**src/rtl/seq_divider.sv**
```systemverilog
// seq_divider: multi-cycle radix-2 restoring integer divider.
// It produces one quotient bit per clock. Every operation takes the same
// number of cycles, including divide-by-zero.
//
// Ports:
//   clk, reset_n            rising-edge clock, async active-low reset
//   start                   request, sampled only while busy=0
//   signed_mode             1 = two's-complement operands (sampled with start)
//   dividend, divisor       operands (sampled with start)
//   busy                    operation in progress
//   done                    one-cycle pulse when results are updated
//   quotient, remainder     registered results, held between operations
//   div_by_zero             latched divisor was zero (held with results)
module seq_divider #(
  parameter int WIDTH = 32,
  parameter int CNT_W = $clog2(WIDTH + 1)
) (
  input  logic             clk,
  input  logic             reset_n,
  input  logic             start,
  input  logic             signed_mode,
  input  logic [WIDTH-1:0] dividend,
  input  logic [WIDTH-1:0] divisor,
  output logic             busy,
  output logic             done,
  output logic [WIDTH-1:0] quotient,
  output logic [WIDTH-1:0] remainder,
  output logic             div_by_zero
);

  typedef enum logic [1:0] {IDLE, CALC, FIXUP} state_t;

  state_t           state;
  logic [WIDTH:0]   rem;      // partial remainder, one guard bit
  logic [WIDTH-1:0] q;        // holds the dividend magnitude first, then the quotient shifts in
  logic [WIDTH-1:0] dsr_mag;
  logic [WIDTH-1:0] dvd_raw;  // raw dividend, returned as the remainder on divide-by-zero
  logic [CNT_W-1:0] cnt;
  logic             neg_q, neg_r, dz;

  // operand magnitudes at the accept cycle
  logic             dvd_neg, dsr_neg;
  logic [WIDTH-1:0] dvd_mag_in, dsr_mag_in;
  assign dvd_neg    = signed_mode & dividend[WIDTH-1];
  assign dsr_neg    = signed_mode & divisor[WIDTH-1];
  assign dvd_mag_in = dvd_neg ? -dividend : dividend;
  assign dsr_mag_in = dsr_neg ? -divisor  : divisor;

  // One restoring step. The extra top bit of trial is its sign, so the
  // compare stays safe even when rem has drifted wide (dz case).
  logic [WIDTH:0]   shifted;
  logic [WIDTH+1:0] trial;
  assign shifted = {rem[WIDTH-1:0], q[WIDTH-1]};
  assign trial   = {1'b0, shifted} - {2'b00, dsr_mag};

  // Sign correction of the magnitudes. MIN/-1 wraps to MIN naturally.
  logic [WIDTH-1:0] q_fix, r_fix;
  assign q_fix = neg_q ? -q : q;
  assign r_fix = neg_r ? -rem[WIDTH-1:0] : rem[WIDTH-1:0];

  always_ff @(posedge clk or negedge reset_n) begin
    if (!reset_n) begin
      state       <= IDLE;
      rem         <= '0;
      q           <= '0;
      dsr_mag     <= '0;
      dvd_raw     <= '0;
      cnt         <= '0;
      neg_q       <= 1'b0;
      neg_r       <= 1'b0;
      dz          <= 1'b0;
      busy        <= 1'b0;
      done        <= 1'b0;
      quotient    <= '0;
      remainder   <= '0;
      div_by_zero <= 1'b0;
    end else begin
      case (state)
        IDLE: begin
          done <= 1'b0;
          if (start) begin
            q       <= dvd_mag_in;
            dsr_mag <= dsr_mag_in;
            dvd_raw <= dividend;
            neg_q   <= dvd_neg ^ dsr_neg;
            neg_r   <= dvd_neg;
            dz      <= (divisor == '0);
            rem     <= '0;
            cnt     <= CNT_W'(WIDTH);
            busy    <= 1'b1;
            state   <= CALC;
          end
        end
        CALC: begin
          if (!trial[WIDTH+1]) begin
            rem <= trial[WIDTH:0];
            q   <= {q[WIDTH-2:0], 1'b1};
          end else begin
            rem <= shifted;
            q   <= {q[WIDTH-2:0], 1'b0};
          end
          cnt <= cnt - CNT_W'(1);
          if (cnt == CNT_W'(1)) state <= FIXUP;
        end
        FIXUP: begin
          if (dz) begin
            quotient  <= '1;
            remainder <= dvd_raw;
          end else begin
            quotient  <= q_fix;
            remainder <= r_fix;
          end
          div_by_zero <= dz;
          done        <= 1'b1;
          busy        <= 1'b0;
          state       <= IDLE;
        end
        default: state <= IDLE;
      endcase
    end
  end

endmodule

```
**config.mk**
```make
export PLATFORM = sky130hd
export DESIGN_NAME = seq_divider
export DESIGN_NICKNAME = d
export VERILOG_FILES = /design/src/rtl/seq_divider.sv
export SDC_FILE = /design/constraint.sdc
export NUM_CORES = 1
export LEC_CHECK = 0
export CORE_MARGIN = 1.5
export CORE_UTILIZATION = 52
export DETAILED_ROUTE_END_ITERATION = 10
export PLACE_DENSITY_LB_ADDON = 0.05
export SLEW_MARGIN = 20
export SYNTH_ARGS = -nofsm -noshare
export SYNTH_HDL_FRONTEND = slang
export SYNTH_SLANG_ARGS = --single-unit
```
**constraint.sdc**
```tcl
create_clock -name clk -period 2.9 [get_ports clk]
set_clock_uncertainty 0.15 [all_clocks]
set_input_delay 0.58 -clock clk [delete_from_list [all_inputs] [get_ports clk]]
set_output_delay 0.58 -clock clk [all_outputs]
set_load 0.02 [all_outputs]
```
[After elaboration in Yosys (flattened, before gate mapping)]
Cells that the tools add are included.
Word-level totals
  memories: 0
  bits of input ports: 68
  memory bits (read-only): 0
  bits in latches: 0
  RAM bits: 0
  register bits: 206
Operators by class
  $mul: 0
  equality and inequality tests: 5
  add/sub/neg operators: 6
  shift operators: 0
  reduce and logical (&&, ||, !) cells: 8
  multiplexer cells: 20
  bitwise logic cells: 3
  divide/modulo/power cells: 0
  order comparisons: 0
Operators by type and width (count)
  $mux 32: 9
  $neg 32->32: 4
  $pmux 32 s2: 2
  $sub 33x32->34: 1
  $logic_not 32->1: 1
  $pmux 6 s2: 1
  $reduce_and 2->1: 4
  $eq 6x1->1 const B: 1
  $mux 6: 1
  $sub 6x1->6 const B: 1
  $mux 2: 2
  $ne 2x2->1 const B: 2
  $pmux 1 s2: 2
  $pmux 2 s2: 1
  $reduce_bool 2->1: 2
  $and 1x1->1: 2
  $eq 2x1->1 const B: 1
  $eq 2x2->1 const B: 1
  $logic_not 2->1: 1
  $mux 1: 2
  $xor 1x1->1: 1

[Longest topological paths before layout]
  depth after elaboration: 4
  gate-level depth with buffers: 14
  depth with buffers taken out: 13

[Least setup slack after synthesis]
Ideal clock, no wire load.
  path type: register to register
  start: register rem[15]
  end: register rem[9]
  data arrival time: 2.823 ns
  setup slack: -0.195 ns
  cell stages (with the launch flop): 13
  setup time: 0.122 ns
  clock period less this slack: 3.095 ns
  required time: 2.628 ns
  cell sequence: dfrtp_1 > ha_1 > a21o_1 > a2111o_1 > a41oi_1 > a21bo_2 > a211oi_1 > o31a_1 > buf_2 > buf_2 > nor3_1 > mux2i_1 > nand2_1
On the way
  word-level cells in the longest chain between the ends: 3
RTL lines
  start, declared: RTL line 34  | logic [WIDTH:0] rem;
  start signal, assigned: RTL line 96  | rem <= trial[WIDTH:0];
  start signal, assigned: RTL line 99  | rem <= shifted;
  $sub 33x32->34: RTL line 54  | assign trial = {1'b0, shifted} - {2'b00, dsr_mag};
  $mux 32: RTL line 95  | if (!trial[WIDTH+1]) begin
  $pmux 32 s2: RTL line 78  | case (state)
No other way between the ends.
A chain may end at the register's enable or synchronous reset.

[Final worst setup path]
  start: register q[4]
  end: register quotient[24]
On the way
  word-level cells in the longest chain between the ends: 3
RTL lines
  start, declared: RTL line 35  | logic [WIDTH-1:0] q;
  start signal, assigned: RTL line 82  | q <= dvd_mag_in;
  start signal, assigned: RTL line 97  | q <= {q[WIDTH-2:0], 1'b1};
  start signal, assigned: RTL line 100  | q <= {q[WIDTH-2:0], 1'b0};
  $neg 32->32: RTL line 58  | assign q_fix = neg_q ? -q : q;
  $mux 32: RTL line 58
  $mux 32: RTL line 106  | if (dz) begin
  end signal, assigned: RTL line 110  | quotient <= q_fix;
  end, declared: RTL line 26  | output logic [WIDTH-1:0] quotient,
No other way between the ends.

==> impl_metrics.toml <==
[min_path]
min_path_type = "flip-flop to flip-flop"

[synthesis]
yosys-mux-area-fraction = 0.0104
ys_ff_latch = 206
synthTopCellsByArea = "dfrtp_1, nand2_1, o21ai_0"
synth-compound-area-share = 0.221
synth_top_area_frac = 0.413
synth_xor_xnor_area_share = 0.0997
syn_inst = 1492
synth-warning-count = 0
synthArstFlopShare = 1.00
syn_area_um2 = 12500
synth_most_common_cell = "nand2_1"
synth-simple-area-share = 0.174
synth_nets = 1599
synthAdderAreaFrac = 0.0397
yosys-top-cells-count = "nand2_1, dfrtp_1, o21ai_0"
synth_edf_count = 0
synth_top_family_by_area = "compound AO/OA/AOI/OAI gates"
synthFlopType = "dfrtp_1"
syn_avg_cell_area_um2 = 8.36
ys_types = 63
yosysSeqAreaShare = 0.413
synth_top_area_cell = "dfrtp_1"

[clock_network]
cts_tree = "built"
cts_buffer_depth = 3
root_buffer = "clkbuf_16"
cts_sinks = 206
path_clk_slew_ns = 0.06
clock_latency_ns = 0.52
tritoncts.num_buffers = 24
htree_levels = 1

[placement]
port_buffers = 134
placed_area_um2 = 15600
place.gp.congestion = 0.891
place_ws_ns = -0.367
dpl.hpwl_mm = 25.7

[setup_path]
critPathArrivalTime_ns = 3.24
crit_fanout = 4
cp_data_required_time_ns = 3.14
endpoint_kind = "flip-flop"
worstSetupStartpointType = "flip-flop"
criticalPathCategory = "flip-flop to flip-flop"

[timing]
slew_headroom = 0.343
timing.hold.ws_ns = 0.324
hold_viol = 0
rsz0062_at_grt = "yes"
finalSetupViolCount = 13
layout_min_cycle_time_ns = 3.00
final.setup.tns_ns = -0.621
fin_crit_sh = 1.04
worst_pin_slew_ns = 0.985
fmax_mhz = 333
worst_slack_ns = -0.104
slew_violations = 0

[outcome]
status = "finished, violations left"
violations = "setup timing"

[routing]
viasPerCell = 5.58
drt-total-wl_mm = 35.8
vias = 11900
drt_first_pass_iters = 5
drc = 0
detail_route.wl_per_cell_um = 16.7
drt-initial-drc-count = 679
postRouteAntennaNets = 0

[die]
num_rows = 56
start_util = 0.530
ioPinCount = 135
die-area_um2 = 24900
die_h_um = 158
die-width_um = 158
core_area_um2 = 23500

[final_layout]
post-route-util = 0.738
fin_nets = 1906
final_area_um2 = 17400
drive_gt1_frac = 0.214
area_growth_syn_to_layout_pct = 39.1
num-fill-cells = 1833

[grt]
grt_util_all_layers = 0.289
grt_max_degree = 81
grt_remaining_overflow = 0
antenna_found_initial = 1
first_global_vias = 11500
grt_pass1_wl_mm = 57.3

[power_and_ir_drop]
ir_drop_uv = 552
leakagePower_nw = 7.59
power_density_nw_per_um2 = 1270

[flow_run]
cap_violations = 0
layer usage:
metal | vias to the layer above | wire (um) | track usage
met5 | - | 0 | 0
met4 | 0 | 909 | 0.0898
met3 | 58 | 1920 | 0.0378
met2 | 290 | 18100 | 0.513
met1 | 5686 | 14900 | 0.363
li1 | 5883 | - | -
layout make-up:
class	instances	area (um2)	share of cell area
repair buffers	365	3270	0.188
flip-flops and latches	206	5160	0.297
clock buffers	38	734	0.0423
multi-input cells	1149	7440	0.429
inverters	53	199	0.0115
diodes	1	2.50	0.000144
clock inverters	6	159	0.00915
well taps	319	399	0.0230
stage by stage:
step | power, mW | cells
global placement | 15.8 | 2062
detailed placement | 16.1 | 2062
floorplan | 12.0 | 1492
CTS | 20.8 | 2127
global route | 23.7 | 2136
finish | 22.1 | 2137
flip-flops by register name, summed over array words and instances (netlist names):
| register | flops |
|---|---|
| remainder | 32 |
| rem | 32 |
| neg_q | 1 |
| dz | 1 |
| cnt | 6 |
| busy | 1 |
| dsr_mag | 32 |
| quotient | 32 |
| neg_r | 1 |
| done | 1 |
| state | 2 |
| dvd_raw | 32 |
| div_by_zero | 1 |
| q | 32 |
layout by cell type, fill, tap and decap left out, types with 10 or more instances in the layout:
cell type,n
buf_6,13
xor2_1,89
o22ai_1,19
a21o_1,12
nor3_1,21
nor4_1,12
a22oi_1,20
or4_1,11
inv_1,48
a21oi_2,20
buf_4,206
mux2i_1,13
clkbuf_16,25
xnor2_1,51
o21ai_1,30
nand3_1,16
a21oi_1,126
o31ai_1,20
nand2_1,241
o21ai_0,136
nor2_1,98
dfrtp_1,202
clkdlybuf4s50_1,133
o21ai_2,10
ha_1,29
kinds of logic after synthesis:
kind of cell               Yosys count
muxes                               13
and+or+nand+nor                    488
DFF                                206
AOI/OAI and AO/OA                  466
buffers and inverters              138
adders and majority gates           39
xor gates and xnor gates           142
repair_timing:
action | in CTS | in global routing
setup endpoints to repair | 39 | 59
buffers inserted | 16 | 15
hold buffers | 1 | 0
gates resized for setup | 59 | 126
pin swaps | 15 | 50
hold endpoints to repair | 45 | 0
cloned | 4 | 0
power breakdown:
group	switching, mW	leakage, nW	internal (mW)
combinational	7.07	4.70	6.55
clock	1.21	0.435	2.18
sequential	1.03	2.46	4.05
total	9.31	7.59	12.8
worst max-delay path, cell delays in order (launching register included):
cell     delay (ns)
dfrtp_1        0.41
nor3_4         0.25
nand3_4        0.10
or4_4          0.56
or3_4          0.40
or4_4          0.50
o41ai_4        0.24
xor2_1         0.19
a21oi_1        0.08
path summary, 6_finish.rpt:
check | from | to | slack, ns | cells after the start
max | q[4]$_DFFE_PN0P_ | quotient[24]$_DFFE_PN0P_ | -0.10 | 8
min | dsr_mag[17]$_DFFE_PN0P_ | dsr_mag[17]$_DFFE_PN0P_ | 0.32 | 2
max reg2reg | q[4]$_DFFE_PN0P_ | quotient[24]$_DFFE_PN0P_ | -0.10 | 8
min reg2reg | dsr_mag[17]$_DFFE_PN0P_ | dsr_mag[17]$_DFFE_PN0P_ | 0.32 | 2
max in group asynchronous | reset_n | q[27]$_DFFE_PN0P_ | 1.42 | 3
min in group asynchronous | reset_n | quotient[12]$_DFFE_PN0P_ | 0.43 | 2
Power figures use the tool's default switching activity.
==> variant (same settings) <==
The parameter `WIDTH` goes from 32 to 16.
--- a/src/rtl/seq_divider.sv
+++ b/src/rtl/seq_divider.sv
@@ -14,3 +14,3 @@
 module seq_divider #(
-  parameter int WIDTH = 32,
+  parameter int WIDTH = 16,
   parameter int CNT_W = $clog2(WIDTH + 1)
Interface: changed (resized dividend, divisor, quotient and remainder); port bits go from 135 to 71. The function was not compared with the original's and may differ.
==> variant against the unedited design <==
- maximum frequency is 10% higher
- final area is 54% lower
- total power is 55% lower
- sequential cell count is 97 lower
- clock power is 59% lower
- wire length is 50% lower
- die area is 46% lower
- worst setup slack better by 280 ps
- first-iteration DRC count is 16% lower
- core utilization is 9.8 points lower
- area after synthesis is 47% lower
- global-route usage is 0.57 points lower
==> variant: results <==
set metrics [dict create \
    buf_share 0.126 \
    synthArstFlopShare 1.00 \
    synth-xor-area-share 0.0842 \
    synth.distinct_cells 59 \
    path_clk_slew_ps 80 \
    dr.pass1.iters 6 \
    grt_use_total 0.283 \
    syn_to_final_growth_pct 20.8 \
    ys_top_cells_by_count "nand2_1, dfrtp_1, o21ai_0" \
    relSlewSlack 0.520 \
    cts_resized 0 \
    cp.arrival_ps 2820 \
    regArea_sq_um 2730 \
    ys_ff_latch 109 \
    inv_count 32 \
    die_area_sq_um 13500 \
    synth_top_family_by_area "simple AND/OR/NAND/NOR gates" \
    cp_max_fo 7 \
    synth_compound_area_frac 0.196 \
    dp_hpwl_um 13300 \
    nets 913 \
    grt_pass1_wl_um 29500 \
    viasPerCell 5.81 \
    critPathTopFamily "compound AO/OA/AOI/OAI gates" \
    wl_um 18100 \
    io_buffers 70 \
    p_leak_uw 0.00344 \
    cts-buffers-inserted 9 \
    yosys.area_share.adder 0.0444 \
    antenna_cells 0 \
    antenna_found_initial 0 \
    clockBufferDepth 2 \
    fillCellCount 1106 \
    r2r_slack_ps 170 \
    final-clk-cell-share 0.0416 \
    gp_congestion 0.966 \
    yosysSeqAreaShare 0.410 \
    place_area_sq_um 7690 \
    hold_path.class "in -> async" \
    cp-startpoint "dsr_mag[10]" \
    synthTopCellsByArea "dfrtp_1, nand2_1, o21ai_0" \
    r2r-start "dsr_mag[10]" \
    insertion_delay_ps 360 \
    ir_drop_uv 871 \
    status "finished, final reports clean" \
    multi_input_area_share 0.451 \
    h-tree-depth 3 \
    drt_iter0_drc 568 \
    buffers 107 \
    drive_gt1_frac 0.0792 \
    grt_max_degree 48 \
    muxShareOfSynthArea 0.0150 \
    postCtsSetupBuffers 0 \
    syn_nets 841 \
    rr_worst_depth 7 \
    crit_slowest_cell "a211oi_2" \
    timing.rr.end "rem[4]" \
    cpPeakStageDelay_ps 400 \
]
-- variant: metrics by stage --
stage	hold WS, ps	TNS [ps]	instances	worst slack [ps]
final	87.6	0	1031	172
after global routing	138	-22.5	1031	-22.5
after CTS	110	0	1030	147
after detailed placement	306	0	1014	188
after global placement	300	0	1014	268
after floorplan	134	0	782	305
-- variant: metal layers --
| layer | track usage | routed length [um] | share of wire | up-vias |
|---|---|---|---|---|
| met5 | 0 | 0 | 0 | - |
| met4 | 0.107 | 538 | 0.030 | 0 |
| met3 | 0.0477 | 869 | 0.048 | 43 |
| met2 | 0.455 | 8540 | 0.47 | 175 |
| met1 | 0.386 | 8110 | 0.45 | 2872 |
| li1 | - | - | - | 2897 |
-- variant: power groups by stage --
stage,clock [uW],combinational [uW],sequential [uW]
2_1_floorplan,0,3800,2850
3_3_place_gp,0,5490,2770
3_5_place_dp,0,5630,2810
4_1_cts,1400,5680,2780
5_1_grt,1460,6450,2880
6_report,1390,5760,2800
